===== src/rtl/video_timing_pkg.sv =====
// Shared constants and types for the video timing controller.
//   - 720p default horizontal/vertical timing (H_*, V_*)
//   - CNT_W: width of the h/v position counters
//   - vtc_state_t: sequencer FSM state
package video_timing_pkg;

  localparam int unsigned H_SYNC  = 40;
  localparam int unsigned H_BACK  = 220;
  localparam int unsigned H_DISP  = 1280;
  localparam int unsigned H_FRONT = 110;
  localparam int unsigned H_TOTAL = 1650;

  localparam int unsigned V_SYNC  = 5;
  localparam int unsigned V_BACK  = 20;
  localparam int unsigned V_DISP  = 720;
  localparam int unsigned V_FRONT = 5;
  localparam int unsigned V_TOTAL = 750;

  localparam int unsigned CNT_W   = 11;

  typedef enum logic [1:0] {
    IDLE      = 2'd0,
    RUN       = 2'd1,
    STOP_PEND = 2'd2
  } vtc_state_t;

endpackage


===== src/rtl/video_hv_counter.sv =====
// Horizontal/vertical raster position counters.
// Ports:
//   clk, rst_n   clock, synchronous active-low reset
//   en           advance when high; when low the counters are held at (0,0)
//   h_cnt, v_cnt current raster position
//   last         high at the final position (H_TOTAL-1, V_TOTAL-1)
module video_hv_counter
  import video_timing_pkg::*;
#(
  parameter int unsigned H_TOTAL = video_timing_pkg::H_TOTAL,
  parameter int unsigned V_TOTAL = video_timing_pkg::V_TOTAL,
  parameter int unsigned CNT_W   = video_timing_pkg::CNT_W
) (
  input  logic             clk,
  input  logic             rst_n,
  input  logic             en,
  output logic [CNT_W-1:0] h_cnt,
  output logic [CNT_W-1:0] v_cnt,
  output logic             last
);

  localparam logic [CNT_W-1:0] H_LAST = CNT_W'(H_TOTAL - 1);
  localparam logic [CNT_W-1:0] V_LAST = CNT_W'(V_TOTAL - 1);

  logic h_wrap;

  assign h_wrap = (h_cnt == H_LAST);
  assign last   = h_wrap && (v_cnt == V_LAST);

  // Holding at zero while disabled guarantees the first enabled cycle sits at (0,0).
  always_ff @(posedge clk) begin
    if (!rst_n || !en) begin
      h_cnt <= '0;
      v_cnt <= '0;
    end else begin
      if (h_wrap) begin
        h_cnt <= '0;
        v_cnt <= (v_cnt == V_LAST) ? '0 : v_cnt + CNT_W'(1);
      end else begin
        h_cnt <= h_cnt + CNT_W'(1);
      end
    end
  end

endmodule


===== src/rtl/video_timing_ctrl.sv =====
// Frame sequencer feeding the pre_img_* input of the laplacian filter.
// Generates vsync/hsync/valid from raster counters and pulls pixels from an
// upstream source through a same-cycle request/ready handshake.
// Ports:
//   clk, rst_n       clock, synchronous active-low reset
//   en               run request (level); start/stop only at frame boundaries
//   clr_err          clears the sticky underflow flag
//   pix_req          high while the raster is inside the active window
//   pix_rdy/pix_data source pixel, valid in the same cycle as pix_req
//   post_img_*       registered timing/pixel stream (1 clock latency)
//   frame_done       pulse aligned with the last beat of a frame
//   busy             high when not idle
//   underflow        sticky: an active slot found the source not ready
module video_timing_ctrl
  import video_timing_pkg::*;
#(
  parameter int unsigned H_SYNC  = video_timing_pkg::H_SYNC,
  parameter int unsigned H_BACK  = video_timing_pkg::H_BACK,
  parameter int unsigned H_DISP  = video_timing_pkg::H_DISP,
  parameter int unsigned H_FRONT = video_timing_pkg::H_FRONT,
  parameter int unsigned H_TOTAL = video_timing_pkg::H_TOTAL,
  parameter int unsigned V_SYNC  = video_timing_pkg::V_SYNC,
  parameter int unsigned V_BACK  = video_timing_pkg::V_BACK,
  parameter int unsigned V_DISP  = video_timing_pkg::V_DISP,
  parameter int unsigned V_FRONT = video_timing_pkg::V_FRONT,
  parameter int unsigned V_TOTAL = video_timing_pkg::V_TOTAL,
  parameter int unsigned CNT_W   = video_timing_pkg::CNT_W
) (
  input  logic       clk,
  input  logic       rst_n,
  input  logic       en,
  input  logic       clr_err,
  output logic       pix_req,
  input  logic       pix_rdy,
  input  logic [7:0] pix_data,
  output logic       post_img_vsync,
  output logic       post_img_hsync,
  output logic       post_img_valid,
  output logic [7:0] post_img_data,
  output logic       frame_done,
  output logic       busy,
  output logic       underflow
);

  if (H_TOTAL != H_SYNC + H_BACK + H_DISP + H_FRONT) begin : g_bad_h_total
    $error("H_TOTAL must equal H_SYNC+H_BACK+H_DISP+H_FRONT");
  end
  if (V_TOTAL != V_SYNC + V_BACK + V_DISP + V_FRONT) begin : g_bad_v_total
    $error("V_TOTAL must equal V_SYNC+V_BACK+V_DISP+V_FRONT");
  end
  if ((64'd1 << CNT_W) < 64'(H_TOTAL) || (64'd1 << CNT_W) < 64'(V_TOTAL)) begin : g_bad_cnt_w
    $error("CNT_W too narrow for H_TOTAL/V_TOTAL");
  end

  localparam logic [CNT_W-1:0] H_SYNC_END = CNT_W'(H_SYNC);
  localparam logic [CNT_W-1:0] H_ACT_LO   = CNT_W'(H_SYNC + H_BACK);
  localparam logic [CNT_W-1:0] H_ACT_HI   = CNT_W'(H_SYNC + H_BACK + H_DISP);
  localparam logic [CNT_W-1:0] V_SYNC_END = CNT_W'(V_SYNC);
  localparam logic [CNT_W-1:0] V_ACT_LO   = CNT_W'(V_SYNC + V_BACK);
  localparam logic [CNT_W-1:0] V_ACT_HI   = CNT_W'(V_SYNC + V_BACK + V_DISP);

  vtc_state_t       state_q;
  vtc_state_t       state_d;
  logic             running;
  logic [CNT_W-1:0] h_cnt;
  logic [CNT_W-1:0] v_cnt;
  logic             last_pos;
  logic             vs;
  logic             hs;
  logic             act;

  video_hv_counter #(
    .H_TOTAL (H_TOTAL),
    .V_TOTAL (V_TOTAL),
    .CNT_W   (CNT_W)
  ) u_hv_counter (
    .clk   (clk),
    .rst_n (rst_n),
    .en    (running),
    .h_cnt (h_cnt),
    .v_cnt (v_cnt),
    .last  (last_pos)
  );

  // State register
  always_ff @(posedge clk) begin
    if (!rst_n) begin
      state_q <= IDLE;
    end else begin
      state_q <= state_d;
    end
  end

  // Next-state logic
  always_comb begin
    state_d = state_q;
    unique case (state_q)
      IDLE:      if (en) state_d = RUN;
      RUN:       if (!en) state_d = STOP_PEND;
      STOP_PEND: begin
        if (en) begin
          state_d = RUN;
        end else if (last_pos) begin
          state_d = IDLE;
        end
      end
      default:   state_d = IDLE;
    endcase
  end

  // State-derived outputs
  always_comb begin
    running = (state_q != IDLE);
    busy    = running;
  end

  // Raster decode; gated by running because (0,0) in IDLE would otherwise
  // decode as sync active.
  always_comb begin
    vs      = running && (v_cnt < V_SYNC_END);
    hs      = running && (h_cnt < H_SYNC_END);
    act     = running &&
              (h_cnt >= H_ACT_LO) && (h_cnt < H_ACT_HI) &&
              (v_cnt >= V_ACT_LO) && (v_cnt < V_ACT_HI);
    pix_req = act;
  end

  // Output stage: one clock behind the counters; frame_done lines up with
  // the beat for the last raster position.
  always_ff @(posedge clk) begin
    if (!rst_n) begin
      post_img_vsync <= 1'b0;
      post_img_hsync <= 1'b0;
      post_img_valid <= 1'b0;
      post_img_data  <= '0;
      frame_done     <= 1'b0;
      underflow      <= 1'b0;
    end else begin
      post_img_vsync <= vs;
      post_img_hsync <= hs;
      post_img_valid <= act;
      post_img_data  <= (act && pix_rdy) ? pix_data : '0;
      frame_done     <= running && last_pos;
      if (act && !pix_rdy) begin
        underflow <= 1'b1;
      end else if (clr_err) begin
        underflow <= 1'b0;
      end
    end
  end

endmodule


===== config.mk =====
export PLATFORM = sky130hd
export DESIGN_NAME = video_timing_ctrl
export DESIGN_NICKNAME = d
export VERILOG_FILES = /design/src/rtl/video_timing_pkg.sv /design/src/rtl/video_hv_counter.sv /design/src/rtl/video_timing_ctrl.sv
export SDC_FILE = /design/constraint.sdc
export NUM_CORES = 1
export LEC_CHECK = 0
export CORE_MARGIN = 4
export CORE_UTILIZATION = 51
export DETAILED_ROUTE_END_ITERATION = 6
export GPL_TIMING_DRIVEN = 0
export PLACE_DENSITY_LB_ADDON = 0.12
export SYNTH_ARGS = -nofsm -noshare
export SYNTH_HDL_FRONTEND = slang
export SYNTH_SLANG_ARGS = --single-unit

===== constraint.sdc =====
create_clock -name clk -period 2.6 [get_ports clk]
set_input_delay 0.26 -clock clk [delete_from_list [all_inputs] [get_ports clk]]
set_output_delay 0.26 -clock clk [all_outputs]
set_load 0.005 [all_outputs]

# [Word level (Yosys, flattened, before mapping)]
# Cells that the tools add are included.
[totals] regBits=37 in_bits=13 word_cells=52
[op_classes] addsub=2 order_cmp=6 eq_ne=7 mux=8 n_reduce_logical=20
[op_table] op="11-bit by 1-bit adder with 11-bit output (second input constant)" count=2
[op_table] op="11-bit by 10-bit equality test with 1-bit output (second input constant)" count=1
[op_table] op="11-bit equality test (second input constant)" count=1
[op_table] op="11-bit by 5-bit >= comparator with 1-bit output (second input constant)" count=1
[op_table] op="11-bit by 9-bit >= comparator with 1-bit output (second input constant)" count=1
[op_table] op="11-bit by 10-bit less-than comparator with 1-bit output (second input constant)" count=1
[op_table] op="11-bit less-than comparator (second input constant)" count=1
[op_table] op="11-bit by 3-bit less-than comparator with 1-bit output (second input constant)" count=1
[op_table] op="11-bit by 6-bit less-than comparator with 1-bit output (second input constant)" count=1
[op_table] op="11-bit two-way mux" count=1
[op_table] op="1-bit logical AND" count=10
[op_table] op="2-bit two-way mux" count=4
[op_table] op="2-bit one-hot mux with 3 select lines" count=1
[op_table] op="2-bit != test (second input constant)" count=2
[op_table] op="2-bit nonzero test" count=2
[op_table] op="1-bit logical NOT" count=3
[op_table] op="3-bit != test (second input constant)" count=1
[op_table] op="3-bit AND reduction" count=1
[op_table] op="2-bit by 1-bit equality test with 1-bit output (second input constant)" count=1
[op_table] op="2-bit equality test (second input constant)" count=1
[op_table] op="2-bit logical NOT" count=1
[op_table] op="1-bit two-way mux" count=2
[op_table] op="2-bit AND reduction" count=1
[op_table] op="2-bit OR reduction" count=1
[op_table] op="1-bit logical OR" count=1

# [Depth between registers and ports, before layout]
# Gate-level depths: netlist of run 1.
[depth] ltp_word=7 ltp_mapped=8

# [Modules after synthesis]
# A second synthesis of run 1 with hierarchy kept.
[unflattened] cells_unflattened=195 hier_area_um2=1730.4
[by_module_without_submodules] module="video_hv_counter" instances=1 cells_each=123 area_per_inst_um2=1071.0
[by_module_without_submodules] module="video_timing_ctrl" instances=1 cells_each=72 area_per_inst_um2=659.4

# [Worst setup path after synthesis of run 1]
# Ideal clock, no wire load.
[synth_path] kind="reg2out" start="register u_hv_counter.h_cnt[3]" end="output port pix_req" arrival_ns=1.755 required_time_ns=2.340 slack_ns=0.585 stages_incl_launch_ff=6 path_cell_list="dfxtp_1 > or4_1 > o31a_1 > o311ai_1 > clkbuf_1 > nor2_1"
[synth_between] elab_chain_cells=5
[synth_lines] element="start: declaration" line_no="video_hv_counter.sv:17" rtl="output logic [CNT_W-1:0] h_cnt,"
[synth_lines] element="start signal: assignment" line_no="video_hv_counter.sv:40" rtl="h_cnt <= h_cnt + CNT_W'(1);"
[synth_lines] element="11-bit by 9-bit >= comparator with 1-bit output" line_no="video_timing_ctrl.sv:123" rtl="(h_cnt >= H_ACT_LO) && (h_cnt < H_ACT_HI) &&"
[synth_lines] element="1-bit logical AND" line_no="video_timing_ctrl.sv:122" rtl="act = running &&"
[synth_lines] element="1-bit logical AND (*) (2 in a row)" line_no="video_timing_ctrl.sv:123"
[synth_lines] element="1-bit logical AND (*)" line_no="video_timing_ctrl.sv:124" rtl="(v_cnt >= V_ACT_LO) && (v_cnt < V_ACT_HI);"
[synth_lines] element="end: declaration" line_no="video_timing_ctrl.sv:33" rtl="output logic pix_req,"
# Mark *: on every way between the ends. The rest lies on a longest branch, timed or not.

# [Worst setup path in the final report of run 1]
# Same ends and word-level chain as after synthesis.

==> impl_summary.txt, run 1 <==
----------------------------------------------------
[Worst setup path]
  Crit. Startpoint ... u_hv_counter.h_cnt[3]
  Highest fanout seen on the critical path ... 7
  Sequence of cells on the critical path ... or4_4, o31a_1, o311ai_2, buf_4, nor2_1, dlygate4sd2_1
  Path type of the worst setup path ... reg2out
  Capturing element type of the critical path ... output port
  Minimum setup slack among reg-to-reg paths ... 0.48 ns
  Data required time at the worst endpoint ... 2.34 ns
  Slowest stage cell, crit path ... sky130_fd_sc_hd__or4_4
  Launch point of the worst reg-to-reg path ... u_hv_counter.h_cnt[2]
  Capturing point of the worst reg2reg path ... u_hv_counter.v_cnt[7]
  Type of element launching the critical path ... flop
  Max stage delay on crit path ... 0.54 ns
  Critical path endpoint ... pix_req
  Arrival time at the worst endpoint ... 2.25 ns
  Length in cells of the worst reg-to-reg path ... 5

[Clocking]
  CTS root buf ... sky130_fd_sc_hd__clkbuf_4
  # clock sinks ... 37
  Clock tree from TritonCTS ... done
  Max clock buf depth ... 2
  Worst-path clk slew ... 0.11 ns
  Maximum level of the CTS H-tree ... 2
  CTS buffer count ... 5
  Worst skew pair latency ... 0.34 ns
  Number of hold buffers added after cts ... 0

[Synthesis]
  Synth warn ... 0
  Count of flip-flops with a built-in enable after synthesis ... 0
  Number of unique standard cell types used by synthesis ... 35
  Number of storage elements in the synthesis netlist ... 37
  Area of the mapped netlist ... 0.00162 sq mm
  Prevailing post-synth register cell ... sky130_fd_sc_hd__dfxtp_1
  Post-synth ARST share ... 0
  Instance count of the mapped netlist ... 191
  Avg Inst Size Synth ... 8.49 sq um
  Syn_nets ... 208
  Sequential element share of the synthesized area ... 0.457

[Placement]
  Total of buffers placed on input and output ports ... 27
  HPWL after detailed placement ... 2650 microns
  Weighted congestion reported at the end of routability-driven placement ... 0.781
  Dpl cell area ... 0.00195 sq mm
  Minimum setup slack after placement ... -0.0481 ns

[Cells and area]
  Leading cell types in the layout, fill and taps excluded ... sky130_fd_sc_hd__dfxtp_1, sky130_fd_sc_hd__clkdlybuf4s50_1, sky130_fd_sc_hd__nor2_1, sky130_fd_sc_hd__nand2_1, sky130_fd_sc_hd__nor3_1
  Net total in the final layout ... 244
  Inserted Diodes ... 0
  Post-layout utilization of the core ... 0.664
  Cell area after layout ... 0.00203 sq mm
  Fill count ... 273
  Ratio of cells with drive above 1 in the final layout ... 0.0746
  Area overhead of the layout relative to synthesis ... 25.0%
  Most frequent standard cell in the layout excluding fill and tap cells ... sky130_fd_sc_hd__dfxtp_1

[STA]
  Final Skew ... 0.0157 ns
  Summed negative setup slack over all endpoints ... 0 ns
  Number of failing hold endpoints at the final stage ... 0
  Final Slew Violations ... 0
  Share of the clock period used by the worst path after layout ... 0.967
  Maximum achievable frequency ... 0.398 GHz
  Clock period minus worst slack ... 2.51 ns
  Worst slew pin tran ... 0.462 ns
  Crit path setup slack, layout ... 0.0871 ns
  Max-slew headroom ... 0.692
  Final setup violation count ... 0

[Detailed routing]
  Total iterations of the first detailed-routing run ... 4
  Post-DR wirelength/cell ... 13.3 microns
  Post-detailed-route DRC marker count ... 0
  DRT Wirelength ... 3610 microns
  Vias per cell ... 5.43
  Number of antenna-violating nets in the routed design ... 0
  First-iteration detailed-routing DRC count ... 101
  Vias ... 1476

[Pwr]
  Sequential share of power ... 0.630
  Combinational share of power ... 0.054
  Worst vdd rail ir drop ... 0.000350 V
  Net Sw Frac ... 0.225
  Power density relative to cell area ... 449 mW/mm^2
  P_leak ... 0.000651 uW
  Switching power ... 205 uW
  Cell-internal power ... 706 uW
  Clk pwr share ... 0.316

[Floorplan]
  Top-level I/O count ... 28
  Area of the placeable core ... 0.00305 sq mm
  Die height ... 64.4 microns
  Placement Rows ... 20
  Horizontal extent of the die ... 64.4 microns
  Overall die area ... 0.00415 sq mm
  Initial core utilization ... 0.531

[Global routing]
  Number of antenna violations at the first check in global routing ... 0
  Global-route wire length before repair ... 6260 microns
  Pin count of the biggest net entering global routing ... 11
  Total global routing track utilization ... 0.192
  Vias in the first global route ... 1410
  Total grt overflow ... 0

[Status]
  Status ... completed

[Run]
  Number of max-cap violations ... 0

[Hold path]
  Classification of the worst-slack hold path ... in2reg

----------------------------------------------------
logic make-up after synthesis:
group / synth area share
adder cells (fa/ha/maj): 0.0309
flip-flops: 0.457
XOR/XNOR: 0.0756
AND/OR/NAND/NOR: 0.312
buffers and inverters: 0.0316
AO/OA/AOI/OAI: 0.0934
Yosys cell counts, types with 6 or more instances:
master                    instances  area [sq um]
sky130_fd_sc_hd__nor3_1          14          70.1
sky130_fd_sc_hd__or3_1            6          37.5
sky130_fd_sc_hd__nand2_1         22          82.6
sky130_fd_sc_hd__nand3_1          6          30.0
sky130_fd_sc_hd__dfxtp_1         37           741
sky130_fd_sc_hd__nand4_1          6          37.5
sky130_fd_sc_hd__a21oi_1          7          35.0
sky130_fd_sc_hd__xnor2_1         10          87.6
sky130_fd_sc_hd__o21ai_0          7          35.0
sky130_fd_sc_hd__nor2_1          23          86.3
registers in the layout, summed over array words and instances, names as in the netlist:
register / flops
post_img_data: 8
u_hv_counter.v_cnt: 11
state_q: 2
post_img_hsync: 1
underflow: 1
post_img_vsync: 1
frame_done: 1
post_img_valid: 1
u_hv_counter.h_cnt: 11
metal layers:
metal | track usage | vias up | wire, microns
met5 | 0 | - | 0
met2 | 0.309 | 49 | 1710
met3 | 0.0562 | 12 | 229
met1 | 0.229 | 668 | 1560
met4 | 0.106 | 0 | 108
li1 | - | 747 | -
worst min-delay path by stage:
| stage | startpoint | end | depth (start not counted) |
|---|---|---|---|
| 3_3_place_gp | state_q[1] | state_q[0] | 1 |
| 3_5_place_dp | u_hv_counter.h_cnt[0] | u_hv_counter.h_cnt[0] | 1 |
| 4_1_cts | pix_data[4] | post_img_data[4] | 3 |
| 6_report | pix_data[2] | post_img_data[2] | 3 |
| 5_1_grt | pix_data[4] | post_img_data[4] | 3 |
| 2_1_floorplan | en | state_q[1] | 1 |
worst max-delay path: cells and delay by family, from the launching register on:
kind,cells,cell delay (ns)
flops,1,0.37
compound gates,2,0.55
simple gates,2,0.57
buf+inv,2,0.44
power groups by stage:
stage	Combinational (uW)	Sequential [uW]	Clock, uW
global placement	48.2	587	0
detailed placement	48.5	587	0
floorplan	18.1	587	0
CTS	49.4	574	292
finish	49.0	574	288
global route	54.5	575	326
per-stage QoR:
stage	cells	total power [uW]	hold slack, ns
finish	272	911	0.445
global route	272	955	0.427
CTS	271	915	0.441
detailed placement	262	636	0.477
global placement	262	635	0.447
floorplan	191	605	0.338
layout make-up:
class	instances	area, sq um	share of cell area
Tap cell	44	55.1	0.0272
Timing Repair Buffer	29	284	0.140
Buffer	8	36.3	0.0179
Multi-Input combinational cell	141	841	0.415
Clock buffer	8	48.8	0.0241
Inverter	5	18.8	0.00926
Sequential cell	37	743	0.367
repair_timing:
item / 4_1_cts / 5_1_grt
setup buffers: 1 / 1
endpoints found under the hold margin: 0 / 0
resized for setup: 6 / 2
pin swaps: 0 / 1
setup endpoints to repair: 1 / 1
(Power assumes the default switching activity.)
==> run 2, diff against run 1 <==
--- a/config.mk
+++ b/config.mk
@@ -5,8 +5,9 @@
 export SDC_FILE = /design/constraint.sdc
 export NUM_CORES = 1
 export LEC_CHECK = 0
+export ABC_AREA = 1
 export CORE_MARGIN = 4
-export CORE_UTILIZATION = 51
+export CORE_UTILIZATION = 53
 export DETAILED_ROUTE_END_ITERATION = 6
 export GPL_TIMING_DRIVEN = 0
 export PLACE_DENSITY_LB_ADDON = 0.12
==> run 2 against run 1 <==
  * Flip-flop and latch count unchanged
  * Non-clock buffer count down 7
  * Area after synthesis up 16%
  * Power up 16%
  * Worst setup slack better by 0.17 ns
  * Cell count up 24%
  * Critical endpoint unchanged
  * Wire length up 5.3%
==> impl_summary.txt, run 2 <==
----------------------------------------------------
[Floorplan]
  Overall die area ... 0.00458 sq mm (+11%)
  Top-level I/O count ... 28 (unchanged)
  Initial core utilization ... 0.557 (+0.0259)
  Horizontal extent of the die ... 67.7 microns (+5.1%)
  Area of the placeable core ... 0.00339 sq mm (+11%)
  Placement Rows ... 21 (+5.0%)
  Die height ... 67.7 microns (+5.1%)

[Synthesis]
  Number of storage elements in the synthesis netlist ... 37 (unchanged)
  Library cell with the largest summed area after synthesis ... sky130_fd_sc_hd__dfxtp_1
  Post-synth ARST share ... 0 (unchanged)
  Area of the mapped netlist ... 0.00189 sq mm (+16%)
  Instance count of the mapped netlist ... 256 (+34%)
  Prevailing post-synth register cell ... sky130_fd_sc_hd__dfxtp_1
  Area fraction of the dominant cell type after synthesis ... 0.392 (-0.0645)
  Top post-synthesis cells by area ... sky130_fd_sc_hd__dfxtp_1, sky130_fd_sc_hd__nand2_1, sky130_fd_sc_hd__nor2_1
  Sequential element share of the synthesized area ... 0.392 (-0.0645)
  Most frequently used cell type in the post-synthesis netlist ... sky130_fd_sc_hd__nand2_1
  Synth warn ... 0 (unchanged)
  Syn_nets ... 273 (+31%)
  Avg Inst Size Synth ... 7.38 sq um (-13%)
  Top cells by instance count after synthesis ... sky130_fd_sc_hd__nand2_1, sky130_fd_sc_hd__nor2_1, sky130_fd_sc_hd__dfxtp_1, sky130_fd_sc_hd__inv_1, sky130_fd_sc_hd__nand3_1
  Number of unique standard cell types used by synthesis ... 33 (-5.7%)
  Count of flip-flops with a built-in enable after synthesis ... 0 (unchanged)

[Clocking]
  Maximum level of the CTS H-tree ... 2 (unchanged)
  Number of hold buffers added after cts ... 0 (unchanged)
  Max clock buf depth ... 2 (unchanged)
  Worst skew pair latency ... 0.35 ns (about the same)
  CTS root buf ... sky130_fd_sc_hd__clkbuf_4
  Worst-path clk slew ... 0.12 ns (about the same)
  CTS buffer count ... 5 (unchanged)
  Clock tree from TritonCTS ... done
  # clock sinks ... 37 (unchanged)

[Global routing]
  Vias in the first global route ... 1481 (+5.0%)
  Pin count of the biggest net entering global routing ... 13 (+2)
  Global-route wire length before repair ... 6400 microns (+2.3%)
  Total grt overflow ... 0 (unchanged)
  Total global routing track utilization ... 0.190 (-0.00251)
  Number of antenna violations at the first check in global routing ... 0 (unchanged)

[STA]
  Setup repair after global routing missed its margin ... no
  Share of the clock period used by the worst path after layout ... 0.901 (-0.0656)
  Clock period minus worst slack ... 2.34 ns (-0.171 ns)
  Worst slew pin tran ... 0.417 ns (-0.0449 ns)
  Final setup violation count ... 0 (unchanged)
  Maximum achievable frequency ... 0.427 GHz (+7.3%)
  Final Skew ... 0.00825 ns (-0.00749 ns)
  Worst hold slack after final layout ... 0.417 ns (-0.0284 ns)
  Max-slew headroom ... 0.720 (+0.0279)
  Final Slew Violations ... 0 (unchanged)
  Number of failing hold endpoints at the final stage ... 0 (unchanged)
  Summed negative setup slack over all endpoints ... 0 ns (unchanged)

[Worst setup path]
  Data required time at the worst endpoint ... 2.34 ns (about the same)
  Type of element launching the critical path ... flop
  Capturing element type of the critical path ... output port
  Arrival time at the worst endpoint ... 2.08 ns (-0.17 ns)
  Crit. Startpoint ... u_hv_counter.v_cnt[1]
  Launch point of the worst reg-to-reg path ... u_hv_counter.h_cnt[0]
  Path type of the worst setup path ... reg2out
  Highest fanout seen on the critical path ... 5 (-2)

[Cells and area]
  Cell area after layout ... 0.00231 sq mm (+14%)
  Multi-input gate area ... 955 sq um (+14%)
  Top flop regs ... u_hv_counter.h_cnt: 11 flops, u_hv_counter.v_cnt: 11 flops, post_img_data: 8 flops
  Post-layout utilization of the core ... 0.681 (+0.0171)
  Inserted Diodes ... 0 (unchanged)
  Ratio of cells with drive above 1 in the final layout ... 0.137 (+0.0629)
  Area overhead of the layout relative to synthesis ... 22.3%
  Leading cell types in the layout, fill and taps excluded ... sky130_fd_sc_hd__nand2_1, sky130_fd_sc_hd__nor2_1, sky130_fd_sc_hd__inv_1, sky130_fd_sc_hd__dfxtp_1, sky130_fd_sc_hd__clkdlybuf4s50_1
  Fill count ... 288 (+5.5%)
  Area used by sequential logic in the layout ... 742 sq um (-0.17%)
  Net total in the final layout ... 307 (+26%)
  Most frequent standard cell in the layout excluding fill and tap cells ... sky130_fd_sc_hd__nand2_1
  Cell Count, Final, Fillers Out ... 337 (+24%)

[Pwr]
  Worst vdd rail ir drop ... 0.000431 V (+23%)
  Power density relative to cell area ... 459 mW/mm^2 (+2.2%)
  P_leak ... 0.00105 uW (+61%)

[Detailed routing]
  Number of antenna-violating nets in the routed design ... 0 (unchanged)
  Vias ... 1628 (+10%)
  Post-detailed-route DRC marker count ... 0 (unchanged)
  First-iteration detailed-routing DRC count ... 56 (-45%)
  Total iterations of the first detailed-routing run ... 4 (unchanged)
  DRT Wirelength ... 3800 microns (+5.3%)
  Post-DR wirelength/cell ... 11.3 microns (-15%)
  Vias per cell ... 4.83 (-11%)

[Placement]
  Dpl cell area ... 0.00222 sq mm (+14%)
  # placed instances ... 329 (+26%)
  Total of buffers placed on input and output ports ... 27 (unchanged)
  Weighted congestion reported at the end of routability-driven placement ... 0.936 (+20%)
  HPWL after detailed placement ... 3000 microns (+13%)

[Hold path]
  Classification of the worst-slack hold path ... in2reg
  Min-Delay Startpoint ... pix_data[0]

[Run]
  Number of max-cap violations ... 0 (unchanged)

[Status]
  Status ... completed

----------------------------------------------------
run 2: path summary, 6_finish.rpt:
path                      endpoint  slack, ns  depth (start not counted)
max                        pix_req       0.26                         11
max reg2reg  u_hv_counter.v_cnt[8]       1.05                          8
min reg2reg  u_hv_counter.h_cnt[0]       0.48                          1
min               post_img_data[0]       0.42                          3
run 2: layer usage:
metal / global-route usage / share of wire / up-vias
li1: - / - / 872
met1: 0.212 / 0.45 / 720
met2: 0.324 / 0.49 / 29
met3: 0.0649 / 0.046 / 7
met4: 0.0835 / 0.017 / 0
met5: 0 / 0 / -
run 2: worst max-delay path: stages (launching register included):
cell	delay, ns
sky130_fd_sc_hd__dfxtp_1	0.36
sky130_fd_sc_hd__inv_1	0.07
sky130_fd_sc_hd__ha_2	0.20
sky130_fd_sc_hd__nand2_1	0.06
sky130_fd_sc_hd__nor2_1	0.10
sky130_fd_sc_hd__nand2_1	0.05
sky130_fd_sc_hd__nand3_1	0.08
sky130_fd_sc_hd__nand2_1	0.05
sky130_fd_sc_hd__inv_1	0.11
sky130_fd_sc_hd__nand2_1	0.08
sky130_fd_sc_hd__inv_1	0.05
sky130_fd_sc_hd__clkdlybuf4s50_1	0.50
run 2: layout make-up:
cell class,instances,share of cell area
plain buffers,3,0.0130
clock buffers,6,0.0222
clock inverters,2,0.0163
inverters,43,0.0715
multi-input cells,173,0.414
flip-flops and latches,37,0.321
well taps,46,0.0249
repair buffers,27,0.117
run 2: kinds of logic after synthesis:
group,synth area share
flip-flops,0.392
AO/OA/AOI/OAI,0.0702
AND/OR/NAND/NOR,0.380
buffers and inverters,0.103
adder cells (fa/ha/maj),0.0265
XOR/XNOR,0.0278
run 2: through the flow:
step | total power, uW | setup slack, ns
floorplan | 614 | 1.21
CTS | 1070 | 0.149
global route | 1110 | 0.00924
finish | 1060 | 0.258
global placement | 646 | 0.570
detailed placement | 646 | 0.569
run 2: power by group:
group          internal (uW)  switching [uW]  total, uW
Sequential               571            2.35        573
Combinational           31.2            28.2       59.3
Clock                    228             199        428
run 2: repair_timing:
item | 4_1_cts | 5_1_grt
setup endpoints to repair | 0 | 1
setup buffers | 0 | 0
gates resized for setup | 0 | 2
